File: config.mk
export PLATFORM = sky130hd
export DESIGN_NAME = sar_scan_ctrl
export DESIGN_NICKNAME = d
export VERILOG_FILES = /design/src/rtl/sar_scan_ctrl.sv
export SDC_FILE = /design/constraint.sdc
export NUM_CORES = 1
export LEC_CHECK = 0
export ABC_CLOCK_PERIOD_IN_PS = 3100
export BUFFER_PORTS_ARGS = -buffer_cell sky130_fd_sc_hd__buf_2
export CAP_MARGIN = 0
export CORE_AREA = 2 2 98 100
export CTS_CLUSTER_DIAMETER = 50
export DETAILED_ROUTE_END_ITERATION = 10
export DIE_AREA = 0 0 100 102
export RECOVER_POWER = 50
export SYNTH_ARGS = -nofsm -noshare
export SYNTH_HDL_FRONTEND = slang
export SYNTH_SLANG_ARGS = --single-unit
File: constraint.sdc
create_clock -name clock -period 3.1 [get_ports clock]
set_clock_uncertainty 0.05 [all_clocks]
set_input_delay 0.31 -clock clock [delete_from_list [all_inputs] [get_ports clock]]
set_output_delay 0.31 -clock clock [all_outputs]
set_load 0.01 [all_outputs]
File: src/rtl/sar_scan_ctrl.sv
// sar_scan_ctrl: scans the enabled analog channels in ascending order. For each
// channel it resets the SAR logic, discards the first conversion, averages
// 2^avg_log2 conversions and offers the result on a valid/ready output.
module sar_scan_ctrl #(
    parameter int NCH      = 4,
    parameter int RES_BITS = 10,
    parameter int PREP_CYC = 2
) (
    input  logic                   clock,
    input  logic                   reset_n,
    input  logic                   start,
    input  logic                   abort,
    input  logic [NCH-1:0]         chan_mask,
    input  logic [1:0]             avg_log2,
    input  logic                   adc_clk_sample,
    input  logic [RES_BITS-1:0]    adc_result,
    output logic                   adc_reset_n,
    output logic [$clog2(NCH)-1:0] mux_sel,
    output logic                   busy,
    output logic                   out_valid,
    input  logic                   out_ready,
    output logic [$clog2(NCH)-1:0] out_chan,
    output logic [RES_BITS-1:0]    out_data,
    output logic                   done
);

    localparam int CW    = $clog2(NCH);
    localparam int ACC_W = RES_BITS + 3;
    localparam int PW    = $clog2(PREP_CYC);
    localparam logic [PW-1:0] PREP_LAST = PW'(PREP_CYC - 1);

    typedef enum logic [2:0] {IDLE, PREP, DISCARD, ACC, OUT} state_t;

    state_t               state_q, state_d;
    logic [NCH-1:0]       mask_q, mask_d;
    logic [1:0]           avg_q, avg_d;
    logic [CW-1:0]        chan_q, chan_d;
    logic [PW-1:0]        prep_cnt_q, prep_cnt_d;
    logic [ACC_W-1:0]     acc_q, acc_d;
    logic [3:0]           smp_cnt_q, smp_cnt_d;
    logic [RES_BITS-1:0]  out_data_q, out_data_d;
    logic [CW-1:0]        out_chan_q, out_chan_d;
    logic                 done_q, done_d;
    logic                 prev_q, prev_d;

    logic                 rise;
    logic                 smp_last;
    logic [ACC_W-1:0]     acc_sum;
    logic [CW-1:0]        first_chan;
    logic [CW-1:0]        next_chan;
    logic                 has_next;

    // The SAR logic is held in reset everywhere except while conversions are collected.
    assign adc_reset_n = (state_q == DISCARD) || (state_q == ACC);
    assign busy        = (state_q != IDLE);
    assign out_valid   = (state_q == OUT);
    assign mux_sel     = chan_q;
    assign out_chan    = out_chan_q;
    assign out_data    = out_data_q;
    assign done        = done_q;

    assign rise     = adc_clk_sample & ~prev_q;
    assign acc_sum  = acc_q + ACC_W'(adc_result);
    assign smp_last = (smp_cnt_q == ((4'd1 << avg_q) - 4'd1));

    // Lowest channel of the incoming mask and next higher channel of the latched mask.
    always_comb begin
        first_chan = '0;
        next_chan  = '0;
        has_next   = 1'b0;
        for (int i = NCH - 1; i >= 0; i--) begin
            if (chan_mask[i]) begin
                first_chan = CW'(i);
            end
            if (mask_q[i] && (i > int'(chan_q))) begin
                next_chan = CW'(i);
                has_next  = 1'b1;
            end
        end
    end

    // Next-state logic for the scan sequencer; abort overrides everything.
    always_comb begin
        state_d    = state_q;
        mask_d     = mask_q;
        avg_d      = avg_q;
        chan_d     = chan_q;
        prep_cnt_d = prep_cnt_q;
        acc_d      = acc_q;
        smp_cnt_d  = smp_cnt_q;
        out_data_d = out_data_q;
        out_chan_d = out_chan_q;
        done_d     = 1'b0;
        prev_d     = adc_reset_n & adc_clk_sample;

        case (state_q)
            IDLE: begin
                if (start && (chan_mask != '0)) begin
                    mask_d     = chan_mask;
                    avg_d      = avg_log2;
                    chan_d     = first_chan;
                    prep_cnt_d = '0;
                    state_d    = PREP;
                end
            end
            PREP: begin
                acc_d     = '0;
                smp_cnt_d = '0;
                if (prep_cnt_q == PREP_LAST) begin
                    prep_cnt_d = '0;
                    state_d    = DISCARD;
                end else begin
                    prep_cnt_d = prep_cnt_q + 1'b1;
                end
            end
            DISCARD: begin
                // First conversion after reset is unreliable and is dropped.
                if (rise) begin
                    state_d = ACC;
                end
            end
            ACC: begin
                if (rise) begin
                    acc_d     = acc_sum;
                    smp_cnt_d = smp_cnt_q + 4'd1;
                    if (smp_last) begin
                        out_data_d = RES_BITS'(acc_sum >> avg_q);
                        out_chan_d = chan_q;
                        state_d    = OUT;
                    end
                end
            end
            OUT: begin
                if (out_ready) begin
                    if (has_next) begin
                        chan_d     = next_chan;
                        prep_cnt_d = '0;
                        state_d    = PREP;
                    end else begin
                        state_d = IDLE;
                        done_d  = 1'b1;
                    end
                end
            end
            default: begin
                state_d = IDLE;
            end
        endcase

        if (abort) begin
            state_d    = IDLE;
            prep_cnt_d = '0;
            done_d     = 1'b0;
        end
    end

    // State and datapath registers with synchronous active-low reset.
    always_ff @(posedge clock) begin
        if (!reset_n) begin
            state_q    <= IDLE;
            mask_q     <= '0;
            avg_q      <= '0;
            chan_q     <= '0;
            prep_cnt_q <= '0;
            acc_q      <= '0;
            smp_cnt_q  <= '0;
            out_data_q <= '0;
            out_chan_q <= '0;
            done_q     <= 1'b0;
            prev_q     <= 1'b0;
        end else begin
            state_q    <= state_d;
            mask_q     <= mask_d;
            avg_q      <= avg_d;
            chan_q     <= chan_d;
            prep_cnt_q <= prep_cnt_d;
            acc_q      <= acc_d;
            smp_cnt_q  <= smp_cnt_d;
            out_data_q <= out_data_d;
            out_chan_q <= out_chan_d;
            done_q     <= done_d;
            prev_q     <= prev_d;
        end
    end

endmodule

# Word level (Yosys, flattened, before mapping)
# Cells that the tools add are included.
# totals
regBits	43
input_bits	22
elab_cells	89
# op_classes
add_sub_neg	4
magnitude_cmp	3
eq_ne	12
n_shift	2
mux	32
n_bitwise	6
reduce_logical	19
# ops
op	count
one-hot mux 13 bit (2 select lines)	1
two-way mux 2 bit	10
two-way mux 3 bit	6
one-hot mux 3 bit (5 select lines)	1
adder 13 x 10 -> 13 bit	1
two-way mux 13 bit	1
>> shifter 13 x 2 -> 10 bit	1
inequality test 2 bit (second input constant)	5
two-way mux 1 bit	9
one-hot mux 4 bit (2 select lines)	1
AND reduction 4 bit	2
== test 3 x 2 -> 1 bit (second input constant)	2
AND reduction 6 bit	1
nonzero test 3 bit	2
adder 4 x 1 -> 4 bit (second input constant)	1
== test 4 bit	1
greater-than comparator 2 bit (first input constant)	2
logical AND 1 bit	4
two-way mux 4 bit	1
inequality test 2 x 1 -> 1 bit (second input constant)	2
inverter 1 bit	4
one-hot mux 2 bit (2 select lines)	1
AND reduction 2 bit	2
nonzero test 2 bit	2
other kinds (14)	15

# Depth between registers and ports, before layout
# depth
word_depth	8
mapped_depth	10
depth_no_buf	10

# Least setup slack after synthesis
# Ideal clock, no wire load.
# synth_timing
kind	reg-to-reg
from	register acc_q[0]
to	register out_data_q[9], in the netlist out_data[9]
setup_ns	0.059
arrival_ns	2.213
t_required_ns	2.991
slack_ns	0.778
path_stages_with_launch	11
synth_period_minus_slack_ns	2.322
path_cell_list	dfxtp_1 -> ha_1 -> inv_1 -> fa_1 -> nor2b_1 -> o2111ai_1 -> nand2_1 -> a31oi_4 -> or4_1 -> nand3_1 -> o31a_1
# synth_between
elab_chain_cells	2
# synth_rtl
item	line	text
start, declared	39	logic [ACC_W-1:0] acc_q, acc_d;
start signal, assigned	165	acc_q <= '0;
start signal, assigned	177	acc_q <= acc_d;
adder 13 x 10 -> 13 bit	63	assign acc_sum = acc_q + ACC_W'(adc_result);
>> shifter 13 x 2 -> 10 bit	127	out_data_d = RES_BITS'(acc_sum >> avg_q);
end signal, assigned	179	out_data_q <= out_data_d;
end, declared	41	logic [RES_BITS-1:0] out_data_q, out_data_d;
# Every way passes these cells.
# A chain may end at the register's enable or synchronous reset.

# Worst setup path in the final report
# layout_timing
from	register acc_q[0]
to	register out_data_q[3], in the netlist out_data[3]
# Same word-level chain as after synthesis.

==> qor.csv <==
metric,value,unit
Slew @ Worst Pin,689,ps
critical path arrival,2820,ps
# fillers,985,
Clock Latency Late Sink,290,ps
unrepaired setup endpoints after global routing,no,
CP Class,flop to flop,
CTS Buffer Depth,2,
peak supply drop,0.000167,V
Root Driver,clkbuf_8,
fraction of layout cells with a size suffix above 1,11.5,%
antenna violations before repair,0,
Synth Net Count,387,
DR iter-0 viols,200,
routed via count,2675,
cts repair resizes,0,
Post-CTS Setup Inserts,0,
Die H,102,um
vias per cell,5.40,
"Seq/Total Area, Yosys",30.1,%
Slew HR,53.7,%
Synth Area per Inst,7.92,um2
DRT Pass-1 Iters,6,
H-tree Lvls,2,
Port Buffers,39,
Final Hold Viols,0,
IO Pins,40,
maximum clock rate,0.378,GHz
status,completed,
Core ar.,0.00911,mm2
WL/cell,14.9,um
RD Place Congestion,0.886,
Ys Warns,0,
number of global-route vias before repair,2454,
Post-synth EDFFs,0,
Synth cell types,59,
pin count of the biggest net entering global routing,33,
GRT Util Overall,14.6,%
part of the cycle the worst path needs,85.4,%
mapped cell area,0.00280,mm2
Die ar.,0.0102,mm2
antenna cells,0,
Worst Hold Class,input pin to flop,
Async SR Flop Fraction,0,%
max-cap violations,0,
P&R area growth vs syn,13.6,%
Critical Path Fanout Max,4,
CP startpoint kind,flop,
top_reg_cell synth,dfxtp_1,
Tot Pwr,1.17,mW
fin nets,417,
GRT overflow,0,
CTS tree,built,
Syn Inst Count,353,
width of the chip,100,um
Yosys top cell area share,30.1,%
final critical-path required period,2650,ps
Synth area leader,dfxtp_1,
first-pass GRT wire length,12000,um
starting density of the core,30.7,%
final-report setup violation count,0,
# clock sinks,42,
Leak,1.19,nW
Worst-path clk slew,90,ps
DRT Wirelength,7390,um
Site Rows,35,
TritonCTS buffer count,5,
DRC viols,0,
multi-input gate area in the final layout,0.00182,mm2
CP Capture Type,flop,
post-route ant nets,0,
Post-DP HPWL,5220,um
flip-flop and latch area,841,um2
power per cell area,370,mW/mm2
critical path required time,3280,ps
#FFs+latches synth,42,
setup_tns,0,ps
synth top area cells,"dfxtp_1 (30%), ha_1 (4.9%), nand3_1 (4.8%), nand2_1 (4.7%), mux2i_1 (4.3%)",
CTS Hold Bufs,0,
max-slew violations,0,
where the power goes:
part / switching, mW / internal, mW
registers: 0.0103 / 0.547
clock network: 0.209 / 0.240
logic: 0.102 / 0.0662
total: 0.321 / 0.853
flip-flops by register name, summed over array words and instances, names as in the netlist:
register    count
mask_q          3
out_chan        2
avg_q           2
acc_q          13
mux_sel         2
prep_cnt_q      1
done            1
prev_q          1
state_q         3
out_data       10
smp_cnt_q       4
placed cells by master, fill, tap and decap left out, types with 8 or more instances in the layout:
cell       n
a21oi_1   20
and2_1     8
buf_2     22
clkbuf_1  18
dfxtp_1   42
ha_1      11
inv_1     11
mux2i_1   12
nand2_1   35
nand3_1   27
nor2_1    17
nor2b_1   16
o21ai_0   10
o21ai_1   12
synthesized netlist by cell type, drive strengths merged, types with 2 or more instances:
cell type   n
o31a        2
mux2i      12
or4         2
o211ai      2
a21o        4
clkbuf     17
a211oi      4
and2        8
o21ai      23
xor2        4
nor2b      16
nor2       17
nor4        2
a31o        2
nand2      36
nor4b       2
o22ai       5
and3        3
a211o       2
a311oi      2
a21oi      23
or3         4
nor3        7
buf         5
xnor2       5
dfxtp      42
nand3      27
inv        12
nand3b      3
ha         11
nand4       2
o2111ai     4
mux2        4
nand2b      4
o21a        5
a31oi       7
a21boi     10
cell type report:
cell class | instances | area share [%]
sequential | 42 | 26.5
tap | 111 | 4.37
clock buffer | 5 | 2.17
timing repair buffer | 45 | 6.78
multi-input combinational | 277 | 57.4
inverter | 12 | 1.42
clock inverter | 3 | 1.42
logic make-up (layout without fill, tap and decap cells):
kind of cell	after synthesis	count (layout)	share of synthesized area [%]
AND/OR/NAND/NOR	136	136	25.0
flip-flops	42	42	30.1
AO/OA/AOI/OAI	104	104	25.8
multiplexers	16	16	5.91
adder cells (fa/ha/maj)	12	12	5.64
buffers and inverters	34	65	4.79
XOR/XNOR	9	9	2.82
stage by stage:
step / instance area, um2 / cells / hold WS, ps / util [%] / worst slack [ps]
floorplan: 2800 / 353 / 378 / - / 778
global placement: 3090 / 487 / 393 / 33.9 / 532
detailed placement: 3090 / 487 / 399 / 33.9 / 480
CTS: 3200 / 495 / 183 / 35.1 / 486
global route: 3180 / 495 / 192 / 34.9 / 316
finish: 3180 / 495 / 191 / 34.9 / 453
critical path, stage by stage, from the launching register on:
cell and delay [ps]:
dfxtp_1 350, ha_1 170, inv_1 60, fa_1 390, nor2b_1 190, o2111ai_1 180
nand2_1 230, xor2_1 360, mux2i_1 150, mux2_1 310, o22ai_1 140
routing by layer:
layer  vias up  wire length (um)  track usage (%)
met3         6               405             2.74
met1      1236              3480             19.0
li1       1341                 -                -
met4         0                71             4.00
met5         -                 0                0
met2        92              3440             24.7
final timing paths:
check	start	endpoint	slack, ps	depth (start not counted)
worst max register to register	acc_q[0]	out_data[3]	450	10
worst min register to register	acc_q[2]	acc_q[2]	420	2
worst max-delay path	acc_q[0]	out_data[3]	450	10
worst min-delay path	out_ready	done	190	3
(Power assumes the default switching activity.)
